**src/rtl/riscv_ifetch_ahb.sv**
```systemverilog
// riscv_ifetch_ahb
// Instruction-fetch bus interface: turns fetch-stage PC requests into single
// 32-bit AHB-Lite read transfers and returns the fetched parcels, in request
// order, through a small response FIFO.
//
// Ports
//   clk, rstn              clock, asynchronous active-low reset
//   if_nxt_pc              PC requested by the fetch stage
//   if_stall               fetch stage cannot accept a parcel
//   if_flush               discard every buffered and in-flight fetch
//   if_stall_nxt_pc        if_nxt_pc not consumed this cycle
//   if_parcel(_pc/_valid)  FIFO head: instruction bits, PC, per-16-bit valid
//   if_parcel_misaligned   head PC was not 4-byte aligned (no bus access made)
//   if_parcel_page_fault   head fetch ended in an AHB ERROR response
//   H*                     AHB-Lite master port (read-only, single transfers)
module riscv_ifetch_ahb #(
    parameter int                XLEN        = 64,
    parameter int                PARCEL_SIZE = 32,
    parameter int                FIFO_DEPTH  = 4,
    parameter logic [XLEN-1:0]   PC_INIT     = XLEN'(32'h8000_0000)
) (
    input  logic                     clk,
    input  logic                     rstn,
    input  logic [XLEN-1:0]          if_nxt_pc,
    input  logic                     if_stall,
    input  logic                     if_flush,
    output logic                     if_stall_nxt_pc,
    output logic [PARCEL_SIZE-1:0]   if_parcel,
    output logic [XLEN-1:0]          if_parcel_pc,
    output logic [PARCEL_SIZE/16-1:0] if_parcel_valid,
    output logic                     if_parcel_misaligned,
    output logic                     if_parcel_page_fault,
    output logic                     HSEL,
    output logic [XLEN-1:0]          HADDR,
    output logic [PARCEL_SIZE-1:0]   HWDATA,
    input  logic [PARCEL_SIZE-1:0]   HRDATA,
    output logic                     HWRITE,
    output logic [2:0]               HSIZE,
    output logic [2:0]               HBURST,
    output logic [3:0]               HPROT,
    output logic [1:0]               HTRANS,
    output logic                     HMASTLOCK,
    input  logic                     HREADY,
    input  logic                     HRESP
);

    localparam int                     PW     = $clog2(FIFO_DEPTH);
    localparam int                     CW     = PW + 1;
    localparam int                     VW     = PARCEL_SIZE / 16;
    localparam logic [PARCEL_SIZE-1:0] NOP    = PARCEL_SIZE'(32'h0000_0013);
    localparam logic [1:0]             IDLE   = 2'b00;
    localparam logic [1:0]             NONSEQ = 2'b10;

    // Address-phase slot. r_as_mis marks a misaligned request that never goes
    // on the bus; it only travels through the slots to keep FIFO order.
    // r_as_cancel: transfer withdrawn during an ERROR response, replayed after.
    logic                   r_as_valid, r_as_mis, r_as_cancel, r_as_discard;
    logic [XLEN-1:0]        r_haddr;
    // Data-phase slot
    logic                   r_ds_valid, r_ds_mis, r_ds_discard;
    logic [XLEN-1:0]        r_ds_pc;
    // Response FIFO
    logic [PARCEL_SIZE-1:0] r_fifo_parcel [FIFO_DEPTH];
    logic [XLEN-1:0]        r_fifo_pc     [FIFO_DEPTH];
    logic                   r_fifo_mis    [FIFO_DEPTH];
    logic                   r_fifo_pf     [FIFO_DEPTH];
    logic [PW-1:0]          r_wptr, r_rptr;
    logic [CW-1:0]          r_count;

    logic                   w_ds_done, w_as_adv, w_as_to_ds, w_as_drop;
    logic                   w_err_first, w_err_busy, w_accept, w_mis_req;
    logic                   w_push, w_pop, w_nonempty;
    logic [CW:0]            w_occ;
    logic [PARCEL_SIZE-1:0] w_push_parcel;
    logic                   w_push_mis, w_push_pf;

    // A misaligned entry in the data slot has no bus phase, so it completes at once.
    assign w_ds_done   = r_ds_valid & (r_ds_mis | HREADY);
    assign w_as_adv    = r_as_valid & ~r_as_cancel &
                         (r_as_mis ? (~r_ds_valid | w_ds_done) : HREADY);
    // Entries with no bus transfer behind them simply die on a flush.
    assign w_as_drop   = r_as_valid & if_flush & (r_as_mis | r_as_cancel);
    assign w_as_to_ds  = w_as_adv & ~w_as_drop;
    assign w_err_first = r_ds_valid & ~r_ds_mis & HRESP & ~HREADY;
    assign w_err_busy  = (r_ds_valid & ~r_ds_mis & HRESP) | r_as_cancel;
    assign w_occ       = {1'b0, r_count} + {{CW{1'b0}}, r_as_valid} + {{CW{1'b0}}, r_ds_valid};
    assign w_mis_req   = |if_nxt_pc[1:0];
    assign w_accept    = rstn & ~if_stall & ~if_flush & ~w_err_busy &
                         (w_occ < (CW+1)'(FIFO_DEPTH)) & (~r_as_valid | w_as_adv);
    assign w_nonempty  = (r_count != {CW{1'b0}});
    assign w_push      = w_ds_done & ~r_ds_discard & ~if_flush;
    assign w_pop       = w_nonempty & ~if_stall & ~if_flush;

    assign if_stall_nxt_pc = ~w_accept;

    // AHB-Lite master outputs: read-only single word transfers
    assign HTRANS    = (r_as_valid & ~r_as_mis & ~r_as_cancel) ? NONSEQ : IDLE;
    assign HSEL      = (HTRANS != IDLE);
    assign HADDR     = r_haddr;
    assign HWDATA    = {PARCEL_SIZE{1'b0}};
    assign HWRITE    = 1'b0;
    assign HSIZE     = 3'b010;
    assign HBURST    = 3'b000;
    assign HPROT     = 4'b1100;
    assign HMASTLOCK = 1'b0;

    // Select the FIFO entry built from the completing data phase
    always_comb begin
        w_push_parcel = HRDATA;
        w_push_mis    = 1'b0;
        w_push_pf     = 1'b0;
        if (r_ds_mis) begin
            w_push_parcel = NOP;
            w_push_mis    = 1'b1;
        end else if (HRESP) begin
            w_push_parcel = NOP;
            w_push_pf     = 1'b1;
        end else begin
            w_push_parcel = HRDATA;
        end
    end

    // Address-phase slot
    always_ff @(posedge clk or negedge rstn) begin
        if (!rstn) begin
            r_as_valid   <= 1'b0;
            r_as_mis     <= 1'b0;
            r_as_cancel  <= 1'b0;
            r_as_discard <= 1'b0;
            r_haddr      <= {XLEN{1'b0}};
        end else if (w_accept) begin
            r_as_valid   <= 1'b1;
            r_as_mis     <= w_mis_req;
            r_as_cancel  <= 1'b0;
            r_as_discard <= 1'b0;
            r_haddr      <= if_nxt_pc;
        end else if (w_as_drop | w_as_to_ds) begin
            r_as_valid   <= 1'b0;
            r_as_mis     <= 1'b0;
            r_as_cancel  <= 1'b0;
            r_as_discard <= 1'b0;
        end else if (r_as_valid) begin
            // A transfer in a wait state must stay on the bus; just mark it dead.
            if (if_flush) begin
                r_as_discard <= 1'b1;
            end
            // Two-cycle ERROR: go IDLE in its second cycle, reissue afterwards.
            if (w_err_first) begin
                r_as_cancel <= 1'b1;
            end else if (r_as_cancel & HREADY) begin
                r_as_cancel <= 1'b0;
            end
        end
    end

    // Data-phase slot
    always_ff @(posedge clk or negedge rstn) begin
        if (!rstn) begin
            r_ds_valid   <= 1'b0;
            r_ds_mis     <= 1'b0;
            r_ds_discard <= 1'b0;
            r_ds_pc      <= {XLEN{1'b0}};
        end else if (w_as_to_ds) begin
            r_ds_valid   <= 1'b1;
            r_ds_mis     <= r_as_mis;
            r_ds_discard <= r_as_discard | if_flush;
            r_ds_pc      <= r_haddr;
        end else if (w_ds_done) begin
            r_ds_valid   <= 1'b0;
            r_ds_mis     <= 1'b0;
            r_ds_discard <= 1'b0;
        end else if (r_ds_valid & if_flush) begin
            r_ds_discard <= 1'b1;
        end
    end

    // Response FIFO; flush resets the pointers, stale entries are never shown
    always_ff @(posedge clk or negedge rstn) begin
        if (!rstn) begin
            r_wptr  <= {PW{1'b0}};
            r_rptr  <= {PW{1'b0}};
            r_count <= {CW{1'b0}};
            for (int i = 0; i < FIFO_DEPTH; i++) begin
                r_fifo_parcel[i] <= NOP;
                r_fifo_pc[i]     <= {XLEN{1'b0}};
                r_fifo_mis[i]    <= 1'b0;
                r_fifo_pf[i]     <= 1'b0;
            end
        end else if (if_flush) begin
            r_wptr  <= {PW{1'b0}};
            r_rptr  <= {PW{1'b0}};
            r_count <= {CW{1'b0}};
        end else begin
            if (w_push) begin
                r_fifo_parcel[r_wptr] <= w_push_parcel;
                r_fifo_pc[r_wptr]     <= r_ds_pc;
                r_fifo_mis[r_wptr]    <= w_push_mis;
                r_fifo_pf[r_wptr]     <= w_push_pf;
                r_wptr                <= r_wptr + PW'(1);
            end
            if (w_pop) begin
                r_rptr <= r_rptr + PW'(1);
            end
            case ({w_push, w_pop})
                2'b10:   r_count <= r_count + CW'(1);
                2'b01:   r_count <= r_count - CW'(1);
                default: r_count <= r_count;
            endcase
        end
    end

    // FIFO head to fetch stage; NOP with clear flags when empty
    always_comb begin
        if_parcel_valid = {VW{w_nonempty}};
        if (w_nonempty) begin
            if_parcel            = r_fifo_parcel[r_rptr];
            if_parcel_pc         = r_fifo_pc[r_rptr];
            if_parcel_misaligned = r_fifo_mis[r_rptr];
            if_parcel_page_fault = r_fifo_pf[r_rptr];
        end else begin
            if_parcel            = NOP;
            if_parcel_pc         = {XLEN{1'b0}};
            if_parcel_misaligned = 1'b0;
            if_parcel_page_fault = 1'b0;
        end
    end

endmodule

```
**config.mk**
```make
export PLATFORM = sky130hd
export DESIGN_NAME = riscv_ifetch_ahb
export DESIGN_NICKNAME = d
export VERILOG_FILES = /design/src/rtl/riscv_ifetch_ahb.sv
export SDC_FILE = /design/constraint.sdc
export NUM_CORES = 1
export LEC_CHECK = 0
export BUFFER_PORTS_ARGS = -buffer_cell sky130_fd_sc_hd__buf_2
export CAP_MARGIN = 20
export CELL_PAD_IN_SITES_DETAIL_PLACEMENT = 2
export CELL_PAD_IN_SITES_GLOBAL_PLACEMENT = 2
export CORE_ASPECT_RATIO = 2
export CORE_MARGIN = 2
export CORE_UTILIZATION = 44
export DETAILED_ROUTE_END_ITERATION = 12
export PLACE_DENSITY = 0.95
export SETUP_SLACK_MARGIN = 0.4
export SLEW_MARGIN = 20
export SYNTH_ARGS = -nofsm -noshare
export SYNTH_HDL_FRONTEND = slang
export SYNTH_SLANG_ARGS = --single-unit
```
**constraint.sdc**
```tcl
create_clock -name clk -period 6.7 [get_ports clk]
set_input_delay 1.34 -clock clk [delete_from_list [all_inputs] [get_ports clk]]
set_output_delay 1.34 -clock clk [all_outputs]
set_load 0.1 [all_outputs]
```
==> out/metrics.csv, run 1 <==
metric;value;unit
status;finished clean;
yosys.area_share.simple;6.20;%
timing.slew.headroom;29.5;%
root_buffer;clkbuf_16;
cp_max_fo;90;
met2WireLength;40500;microns
postCtsSetupBuffers;0;
cp_slowest_cell;a2111oi_4;
syn_area;23400;sq um
drv_slew;0;
syn_inst;1652;
clock_sinks;534;
hold_viol;0;
wl_met1;25900;microns
cts_tree;built;
grt_pass1_vias;17800;
initial_core_util;44.5;%
syn_area_per_cell;14.2;sq um
yosys.area.top_type;dfrtp_1;
skew;25.8;ps
io_buffers;268;
finalCriticalPeriod;4920;ps
power_density;531;nW/um^2
post-dp-hpwl;43500;microns
path_cells;buf_8 -> nand3_1 -> a2111oi_4 -> nand2_4 -> buf_2;
synth_mux_area_share;28.9;%
grt_pass1_wl;112000;microns
drt_pass1_iterations;4;
nNetsFinal;1988;
via_per_inst;5.66;
cts_htree_levels;2;
ys_ff_latch;534;
setup_viol;0;
drive_above_1_share;46.6;%
dr_wl_met3;2370;microns
timing.fmax;0.203;GHz
cts_inserted_buffers;49;
die_w;167;microns
cts-resized-gates;0;
grt_start_max_net_pins;188;
coreArea;52600;sq um
cts_max_path_buffers;3;
overflow;0;
dieArea;55100;sq um
synth_compound_area_share;3.34;%
rows;119;
wl;71800;microns
placed_cells;2491;
critPathRequiredTime;5360;ps
synth-main-ff-cell;dfrtp_1;
netlist-cell-type-count;39;
antenna_found_initial;2;
maxCapViolations;0;
post_drt_wl_per_cell;27.8;microns
synth_edf_count;0;
period_share;73.4;%
num_io_pins;314;
rsz0062_at_grt;no;
initialDrtViolationCount;734;
synthAdderAreaFrac;0.353;%
drc;0;
peakVddDrop;0.000413;V
dpl_worst_slack;1830;ps
worstSetupEndpointType;output port;
final_cell_count_no_fill;2586;
syn_to_final_growth;15.0;%
cpPeakStageDelay;570;ps
crit_type;in -> out;
leakage;13.1;nW
setup_tns;0;ps
drtAntennaViolNets;0;
synth_xor_area_share;0.225;%
startpoint_type;input pin;
yosys_warnings;0;
gp_congestion;0.739;
clk_pin_slew;70;ps
synth_top_family_by_area;multiplexers;
hold_buffers;0;
highest_layer;met5;
grt_usage;26.6;%
hold_class;reg -> reg;
synth_area_leaders;dfrtp_1, mux2_2, mux4_2;
worstMarginPinSlew;1060;ps
seq_area_frac_synth;57.2;%
setup_slack;1780;ps
cp.arrival;3580;ps
vias;14600;
synth_top_area_share;55.9;%
insertion_delay;600;ps
async_reset_ff_share;100;%
power;14.3;mW
die_h;330;microns
report_power, final:
part           internal, mW  switching (mW)  total [mW]
Clock                  1.66            1.33        2.99
Combinational          1.68            4.65        6.33
Sequential             4.04           0.908        4.95
flip-flops by register name (all words and copies together), names as in the netlist, 2 cells and up:
name / cells
r_wptr: 2
r_count: 3
HADDR: 64
r_fifo_pc: 256
r_fifo_parcel: 128
r_rptr: 2
r_fifo_mis: 4
r_ds_pc: 64
r_fifo_pf: 4
cell type report:
| type | count | area, sq um |
|---|---|---|
| diodes | 1 | 2.50 |
| multi-input cells | 999 | 9340 |
| inverters | 6 | 23.8 |
| clock buffers | 66 | 1420 |
| flip-flops and latches | 534 | 13400 |
| repair buffers | 290 | 1620 |
| clock inverters | 25 | 275 |
| fillers | 4895 | 25700 |
| well taps | 665 | 832 |
routing by layer:
layer  global-route usage, %  up-vias
li1                        -     6182
met1                    29.2     7905
met5                       0        -
met2                    50.6      412
met3                    3.53      143
met4                    12.0        4
path summary, 6_finish.rpt:
| check | startpoint | endpoint | slack, ps | cells after the start |
|---|---|---|---|---|
| hold reg to reg | r_fifo_parcel[98]$_DFFE_PN0P_ | r_fifo_parcel[98]$_DFFE_PN0P_ | 480 | 2 |
| setup / recovery | rstn | if_stall_nxt_pc | 1780 | 5 |
| min in group asynchronous | rstn | r_fifo_pc[239]$_DFFE_PN0P_ | 770 | 1 |
| hold / removal | r_fifo_parcel[98]$_DFFE_PN0P_ | r_fifo_parcel[98]$_DFFE_PN0P_ | 480 | 2 |
| max in group asynchronous | rstn | r_fifo_pc[91]$_DFFE_PN0P_ | 4390 | 3 |
| setup reg to reg | r_count[0]$_DFFE_PN0P_ | r_count[2]$_DFFE_PN0P_ | 3270 | 8 |
stage by stage:
step                hold WS [ps]  instance area, sq um  utilization, %
global route                 511                 26900            51.2
floorplan                    445                 23500               -
detailed placement           469                 25100            47.8
finish                       481                 26900            51.2
global placement             457                 25100            47.8
CTS                          485                 26800            51.1
critical path: cells and delay by family:
kind                   cells  cell delay [ps]
buffers and inverters      2              950
AO/OA/AOI/OAI              1              570
AND/OR/NAND/NOR            2              680
cells in the final DEF (no fill, tap or decap), drive strengths merged, types with 2 or more instances in the layout:
cell,instances
dfrtp,522
mux2,390
buf,290
nand2,170
o21ai,136
mux4,98
and2,95
clkbuf,66
conb,45
nor2,14
clkinv,14
dfstp,12
inv,8
nand2b,6
nor3,6
a21oi,5
ha,5
clkinvlp,5
nor2b,4
xnor2,4
bufinv,4
or2,3
or3b,3
nand3,2
xor2,2
a2111oi,2
cells by family after synthesis:
family,Yosys count
flops,534
mux,489
simple gates,305
buf+inv,162
compound gates,148
fa+ha+maj,6
xor+xnor,6
other cells,2
synth_stat cells, types with 4 or more instances:
master and count:
dfrtp_1 522, mux2_2 350, nand2_1 170, o21ai_0 136, mux4_2 98, and2_1 95, buf_4 51, clkbuf_1 50
mux2_4 40, buf_2 35, buf_1 15, nor2_1 14, dfstp_2 12, inv_1 6, nand2b_1 6, a21oi_1 5
ha_1 5, nor3_1 5, buf_6 4, nor2b_1 4, xnor2_1 4
Power figures use the tool's default switching activity.
==> run 2, diff against run 1 <==
--- a/config.mk
+++ b/config.mk
@@ -5,15 +5,16 @@
 export SDC_FILE = /design/constraint.sdc
 export NUM_CORES = 1
 export LEC_CHECK = 0
+export ABC_AREA = 1
 export BUFFER_PORTS_ARGS = -buffer_cell sky130_fd_sc_hd__buf_2
 export CAP_MARGIN = 20
 export CELL_PAD_IN_SITES_DETAIL_PLACEMENT = 2
 export CELL_PAD_IN_SITES_GLOBAL_PLACEMENT = 2
 export CORE_ASPECT_RATIO = 2
 export CORE_MARGIN = 2
-export CORE_UTILIZATION = 44
+export CORE_UTILIZATION = 35
 export DETAILED_ROUTE_END_ITERATION = 12
-export PLACE_DENSITY = 0.95
+export PLACE_DENSITY = 0.91
 export SETUP_SLACK_MARGIN = 0.4
 export SLEW_MARGIN = 20
 export SYNTH_ARGS = -nofsm -noshare
==> constraint.sdc (replaced) <==
create_clock -name clk -period 4.7 [get_ports clk]
set_input_delay 0.94 -clock clk [delete_from_list [all_inputs] [get_ports clk]]
set_output_delay 0.94 -clock clk [all_outputs]
set_load 0.1 [all_outputs]
==> run 2 against run 1 <==
- worst setup slack got worse by 1200 ps
- combinational power grew 71%
- critical path depth increased by 1
- non-clock buffer count grew 9
- area after synthesis increased by 2.1%
- via count increased by 41%
- critical path type is now reg -> out
- largest power group unchanged
==> out/metrics.csv, run 2 <==
metric;value;unit
syn_inst;2867;
synth_top_area_share;54.7;%
syn_area;23900;sq um
hold_class;in -> async;
grt_pass1_wl;135000;microns
met1_usage;27.6;%
top_register;r_fifo_pc;
worstMarginPinSlew;982;ps
critPathRequiredTime;3760;ps
leakage;13.4;nW
setup_tns;0;ps
clk_pin_slew;70;ps
drive_above_1_share;14.5;%
postCtsSetupBuffers;0;
cts_tree;built;
grt.busiest_layer;met2;
clock_sinks;534;
largest_reg_flops;256;
nNetsFinal;3132;
cts_htree_levels;2;
timing.slew.headroom;34.6;%
maxCapViolations;0;
path_buf_inv;2;
most-common-layout-cells;nand2_1, dfrtp_1, o21ai_0;
dpl_worst_slack;1140;ps
use_met2;45.4;%
num_io_pins;314;
grt_usage;24.1;%
crit_type;reg -> out;
synth-main-ff-cell;dfrtp_1;
cp_max_fo;105;
cts-resized-gates;0;
grt_pass1_vias;24000;
peakVddDrop;0.000657;V
status;finished clean;
drtAntennaViolNets;0;
skew;20.4;ps
root_buffer;clkbuf_16;
grtUsageMet3;2.87;%
crit_top_cell;nor2_1;
initialDrtViolationCount;973;
netlist-cell-type-count;35;
cp_slowest_cell;dfrtp_4;
ys_ff_latch;534;
yosys_warnings;0;
rows;135;
post_drt_wl_per_cell;21.1;microns
die_h;373;microns
synth_area_leaders;dfrtp_1, nand2_1, o21ai_0;
drc;0;
seq_area_frac_synth;56.0;%
setup_slack;530;ps
io_buffers;268;
yosysMostFrequentCell;nand2_1;
async_reset_ff_share;100;%
insertion_delay;610;ps
cts_max_path_buffers;3;
startpoint_type;flip-flop;
overflow;0;
syn_area_per_cell;8.33;sq um
setup_viol;0;
vias;20700;
path_cells;buf_12 -> nor2_1 -> nor2_1 -> o21ai_0 -> a21oi_1 -> buf_2;
coreArea;67600;sq um
die_w;189;microns
finalCriticalPeriod;4170;ps
wl;83700;microns
reg_top3;r_fifo_pc: 256 flops, r_fifo_parcel: 128 flops;
cp.arrival;3230;ps
gp_congestion;0.769;
synth_edf_count;0;
timing.fmax;0.240;GHz
via_per_inst;5.23;
drt_pass1_iterations;5;
hold_buffers;0;
antenna_found_initial;2;
period_share;88.7;%
layout_commonest_cell;nand2_1;
syn_to_final_growth;14.2;%
initial_core_util;35.3;%
rsz0062_at_grt;no;
netlist_top_cells_count;nand2_1, dfrtp_1, o21ai_0, nor2_1, o21ai_1;
hold_viol;0;
drv_slew;0;
cts_inserted_buffers;52;
crit_family;buffers and inverters;
power_density;793;nW/um^2
grt_start_max_net_pins;144;
yosys.area.top_type;dfrtp_1;
post-dp-hpwl;50500;microns
worstSetupEndpointType;output port;
cpPeakStageDelay;760;ps
dieArea;70400;sq um
[run 2: kinds of logic (layout without fill, tap and decap cells)]
logic type	Yosys count	in the layout	synth area share [%]
compound gates	831	831	17.7
buf+inv	456	613	9.14
fa+ha+maj	6	6	0.346
simple gates	1037	1037	16.7
flops	534	534	56.0
other cells	2	46	0.0315
xor+xnor	1	1	0.0367
[run 2: path summary, 6_finish.rpt]
check	depth (start not counted)	slack, ps	end	from
max in group asynchronous	3	2730	r_ds_pc[44]$_DFFE_PN0P_	rstn
max reg2reg	10	1570	HADDR[51]$_DFFE_PN0P_	r_ds_mis$_DFFE_PN0P_
min in group clk	2	480	r_fifo_parcel[33]$_DFFE_PN1P_	r_fifo_parcel[33]$_DFFE_PN1P_
min reg2reg	2	480	r_fifo_parcel[33]$_DFFE_PN1P_	r_fifo_parcel[33]$_DFFE_PN1P_
max	6	530	if_parcel_pc[11]	r_rptr[0]$_DFFE_PN0P_
min	1	190	HADDR[18]$_DFFE_PN0P_	rstn
[run 2: where the power goes]
part,leakage [nW],switching [mW],total (mW),internal [mW]
registers,6.87,0.768,6.51,5.74
logic,5.64,9.07,10.8,1.68
clock network,0.859,1.97,4.36,2.39
total,13.4,11.8,21.6,9.81
[run 2: worst register-to-register path, stage by stage, from the launching register on]
cell,delay [ps]
dfrtp_1,430
buf_4,290
nor2_2,330
nand2_1,120
nand2_1,90
nor2_2,60
nand3_4,60
buf_4,560
buf_4,730
nand2_1,270
o21ai_2,110
[run 2: through the flow]
step / utilization [%] / area (sq um) / total power, mW / hold slack (ps) / std cells
finish: 40.4 / 27300 / 21.6 / 194 / 3958
global route: 40.4 / 27300 / 22.7 / 186 / 3957
CTS: 40.4 / 27300 / 21.9 / 174 / 3957
detailed placement: 37.8 / 25500 / 17.3 / 465 / 3860
global placement: 37.8 / 25500 / 16.9 / 457 / 3860
floorplan: - / 24000 / 14.8 / 444 / 2910
[run 2: area by class of cell]
cell class                      instances  area [sq um]
Timing Repair Buffer                  299          1700
Clock inverter                         29           278
Clock buffer                           68          1460
Tap cell                              890          1110
Inverter                              217           838
Antenna cell                            1          2.50
Fill cell                            7606         40300
Sequential cell                       534         13400
Multi-Input combinational cell       1920          8500
[run 2: layer usage]
layer | wire (microns) | vias up
met5 | 23 | -
met4 | 2890 | 4
met3 | 2850 | 150
met2 | 44600 | 462
met1 | 33400 | 10700
li1 | - | 9366
==> run 3, diff against run 2 <==
--- a/config.mk
+++ b/config.mk
@@ -14,6 +14,7 @@
 export CORE_MARGIN = 2
 export CORE_UTILIZATION = 35
 export DETAILED_ROUTE_END_ITERATION = 12
+export GPL_TIMING_DRIVEN = 0
 export PLACE_DENSITY = 0.91
 export SETUP_SLACK_MARGIN = 0.4
 export SLEW_MARGIN = 20
==> run 3 against run 2 <==
- sequential share of layout area shrank 2.1 points
- register-to-register slack improved by 690 ps
- clock power fell by 2%
- non-clock buffer count increased by 217
- largest cell class unchanged
==> out/metrics.csv, run 3 (synthesis gave the netlist of run 2 again) <==
metric;value;unit
setup_viol;0;
cp_max_fo;10;
status;finished clean;
crit_type;reg -> out;
pwr-share-seq;29.2;%
num_io_pins;314;
timing.fmax;0.235;GHz
switchingPower;12.3;mW
peakVddDrop;0.000541;V
rows;135;
hold_viol;0;
cpPeakStageDelay;450;ps
startpoint_type;flip-flop;
nFillCells;7633;
use_met2;56.5;%
p_int;9.97;mW
vias;22300;
io_buffers;268;
root_buffer;clkbuf_16;
cts_max_path_buffers;3;
drt_pass1_iterations;5;
cts_htree_levels;2;
power.share.switching;55.3;%
skew;37.0;ps
initial_core_util;35.3;%
grtUsageMet3;3.39;%
power_density;782;nW/um^2
clk_pin_slew;70;ps
p_comb_share;51.6;%
timing.slew.headroom;51.0;%
finalCriticalPeriod;4260;ps
worstSetupEndpointType;output port;
drc;0;
gp_congestion;0.811;
crit_top_cell;buf_2;
grt_start_max_net_pins;93;
r2r_slack;2260;ps
hold_class;in -> async;
grt_pass1_vias;26300;
rsz0062_at_grt;yes;
cts_inserted_buffers;51;
critPathLaunch;r_rptr[0]$_DFFE_PN0P_;
leakage;14.1;nW
top_register;r_fifo_pc;
cts_tree;built;
largest_reg_flops;256;
post_drt_wl_per_cell;24.4;microns
maxCapViolations;0;
post-dp-hpwl;69500;microns
most-common-layout-cells;nand2_1, dfrtp_1, o21ai_0;
via_per_inst;5.34;
cp_slowest_cell;a21oi_1;
cp.arrival;3320;ps
met1_usage;30.1;%
crit_end;if_parcel_pc[12];
power;22.3;mW
reg_top3;r_fifo_pc: 256 flops, r_fifo_parcel: 128 flops;
period_share;90.6;%
layout_commonest_cell;nand2_1;
postCtsSetupBuffers;0;
nNetsFinal;3348;
grt_usage;29.0;%
pwr-share-clk;19.2;%
worstMarginPinSlew;734;ps
die_h;373;microns
drv_slew;0;
critPathRequiredTime;3760;ps
setup_tns;0;ps
syn_to_final_growth;19.4;%
r2r-start;r_ds_valid$_DFFE_PN0P_;
antenna_found_initial;1;
grt_pass1_wl;157000;microns
reg2reg_depth;9;
dieArea;70400;sq um
clock_sinks;534;
insertion_delay;630;ps
drive_above_1_share;17.6;%
overflow;0;
regToRegEndpoint;HADDR[8]$_DFFE_PN0P_;
initialDrtViolationCount;1005;
drtAntennaViolNets;0;
coreArea;67600;sq um
wl;102000;microns
die_w;189;microns
grt.busiest_layer;met2;
path_cells;buf_2 -> buf_2 -> buf_2 -> nor2_1 -> nor2_1 -> o21ai_0 -> a21oi_1 -> clkbuf_4;
==> run 3: changes by cell type in the layout (fill, tap and decap cells not counted), sizes merged, moves of 3 or more <==
cell / previous run / this run
buf: 299 / 443
bufbuf: 0 / 3
clkbuf: 68 / 150
clkinv: 18 / 13
clkinvlp: 4 / 0
inv: 221 / 217
==> run 3: worst max-delay path, delay by kind of cell, from the launching register on <==
family | cells | cell delay (ps)
and+or+nand+nor | 2 | 170
buffers and inverters | 4 | 1580
AOI/OAI and AO/OA | 2 | 580
DFF | 1 | 390
==> run 3: per-layer routing <==
layer | routed length, microns | part of all wire (%)
met1 | 36200 | 36
met2 | 56300 | 55
met3 | 4260 | 4.2
met4 | 5050 | 5.0
met5 | 13 | 0.013
==> run 3: per-stage QoR <==
stage	setup slack (ps)	utilization [%]	hold WS [ps]	cell area, sq um	cells
4_1_cts	403	42.1	168	28400	4170
5_1_grt	386	42.2	196	28500	4171
3_5_place_dp	-260	39.4	465	26600	4073
2_1_floorplan	529	-	444	24000	2910
3_3_place_gp	-8930	39.2	456	26500	4068
6_report	440	42.2	193	28500	4172
==> run 3: how the worst min path moves through the flow <==
stage                                         startpoint                              to  slack (ps)  depth (start not counted)
final                                               rstn      r_fifo_pc[147]$_DFFE_PN0P_         190                          1
after global routing                                rstn      r_fifo_pc[150]$_DFFE_PN0P_         200                          1
after CTS                                           rstn      r_fifo_pc[147]$_DFFE_PN0P_         170                          1
after detailed placement   r_fifo_parcel[19]$_DFFE_PN0P_   r_fifo_parcel[19]$_DFFE_PN0P_         460                          2
after global placement    r_fifo_parcel[114]$_DFFE_PN0P_  r_fifo_parcel[114]$_DFFE_PN0P_         460                          2
after floorplan           r_fifo_parcel[101]$_DFFE_PN0P_  r_fifo_parcel[101]$_DFFE_PN0P_         440                          2
==> run 3: cell type report <==
cell class / count / area, sq um / area share, %
multi-input combinational: 1920 / 8480 / 29.8
clock buffer: 80 / 1560 / 5.46
buffer: 239 / 1370 / 4.81
tap: 890 / 1110 / 3.91
timing repair buffer: 277 / 1660 / 5.84
clock inverter: 14 / 110 / 0.386
inverter: 217 / 821 / 2.88
sequential: 534 / 13400 / 46.9
antenna: 1 / 2.50 / 0.00878
==> run 3: repair_timing <==
item,4_1_cts,5_1_grt
endpoints found under the setup margin,32,13
cloned,3,1
gates resized for setup,13,13
hold buffers,0,0
==> run 3: power groups by stage <==
| stage | Combinational, mW | Clock (mW) | Sequential [mW] |
|---|---|---|---|
| finish | 11.5 | 4.28 | 6.51 |
| detailed placement | 11.3 | 0 | 6.52 |
| CTS | 11.5 | 4.33 | 6.50 |
| floorplan | 6.72 | 0 | 8.12 |
| global placement | 10.9 | 0 | 6.42 |
| global route | 12.1 | 4.49 | 6.62 |
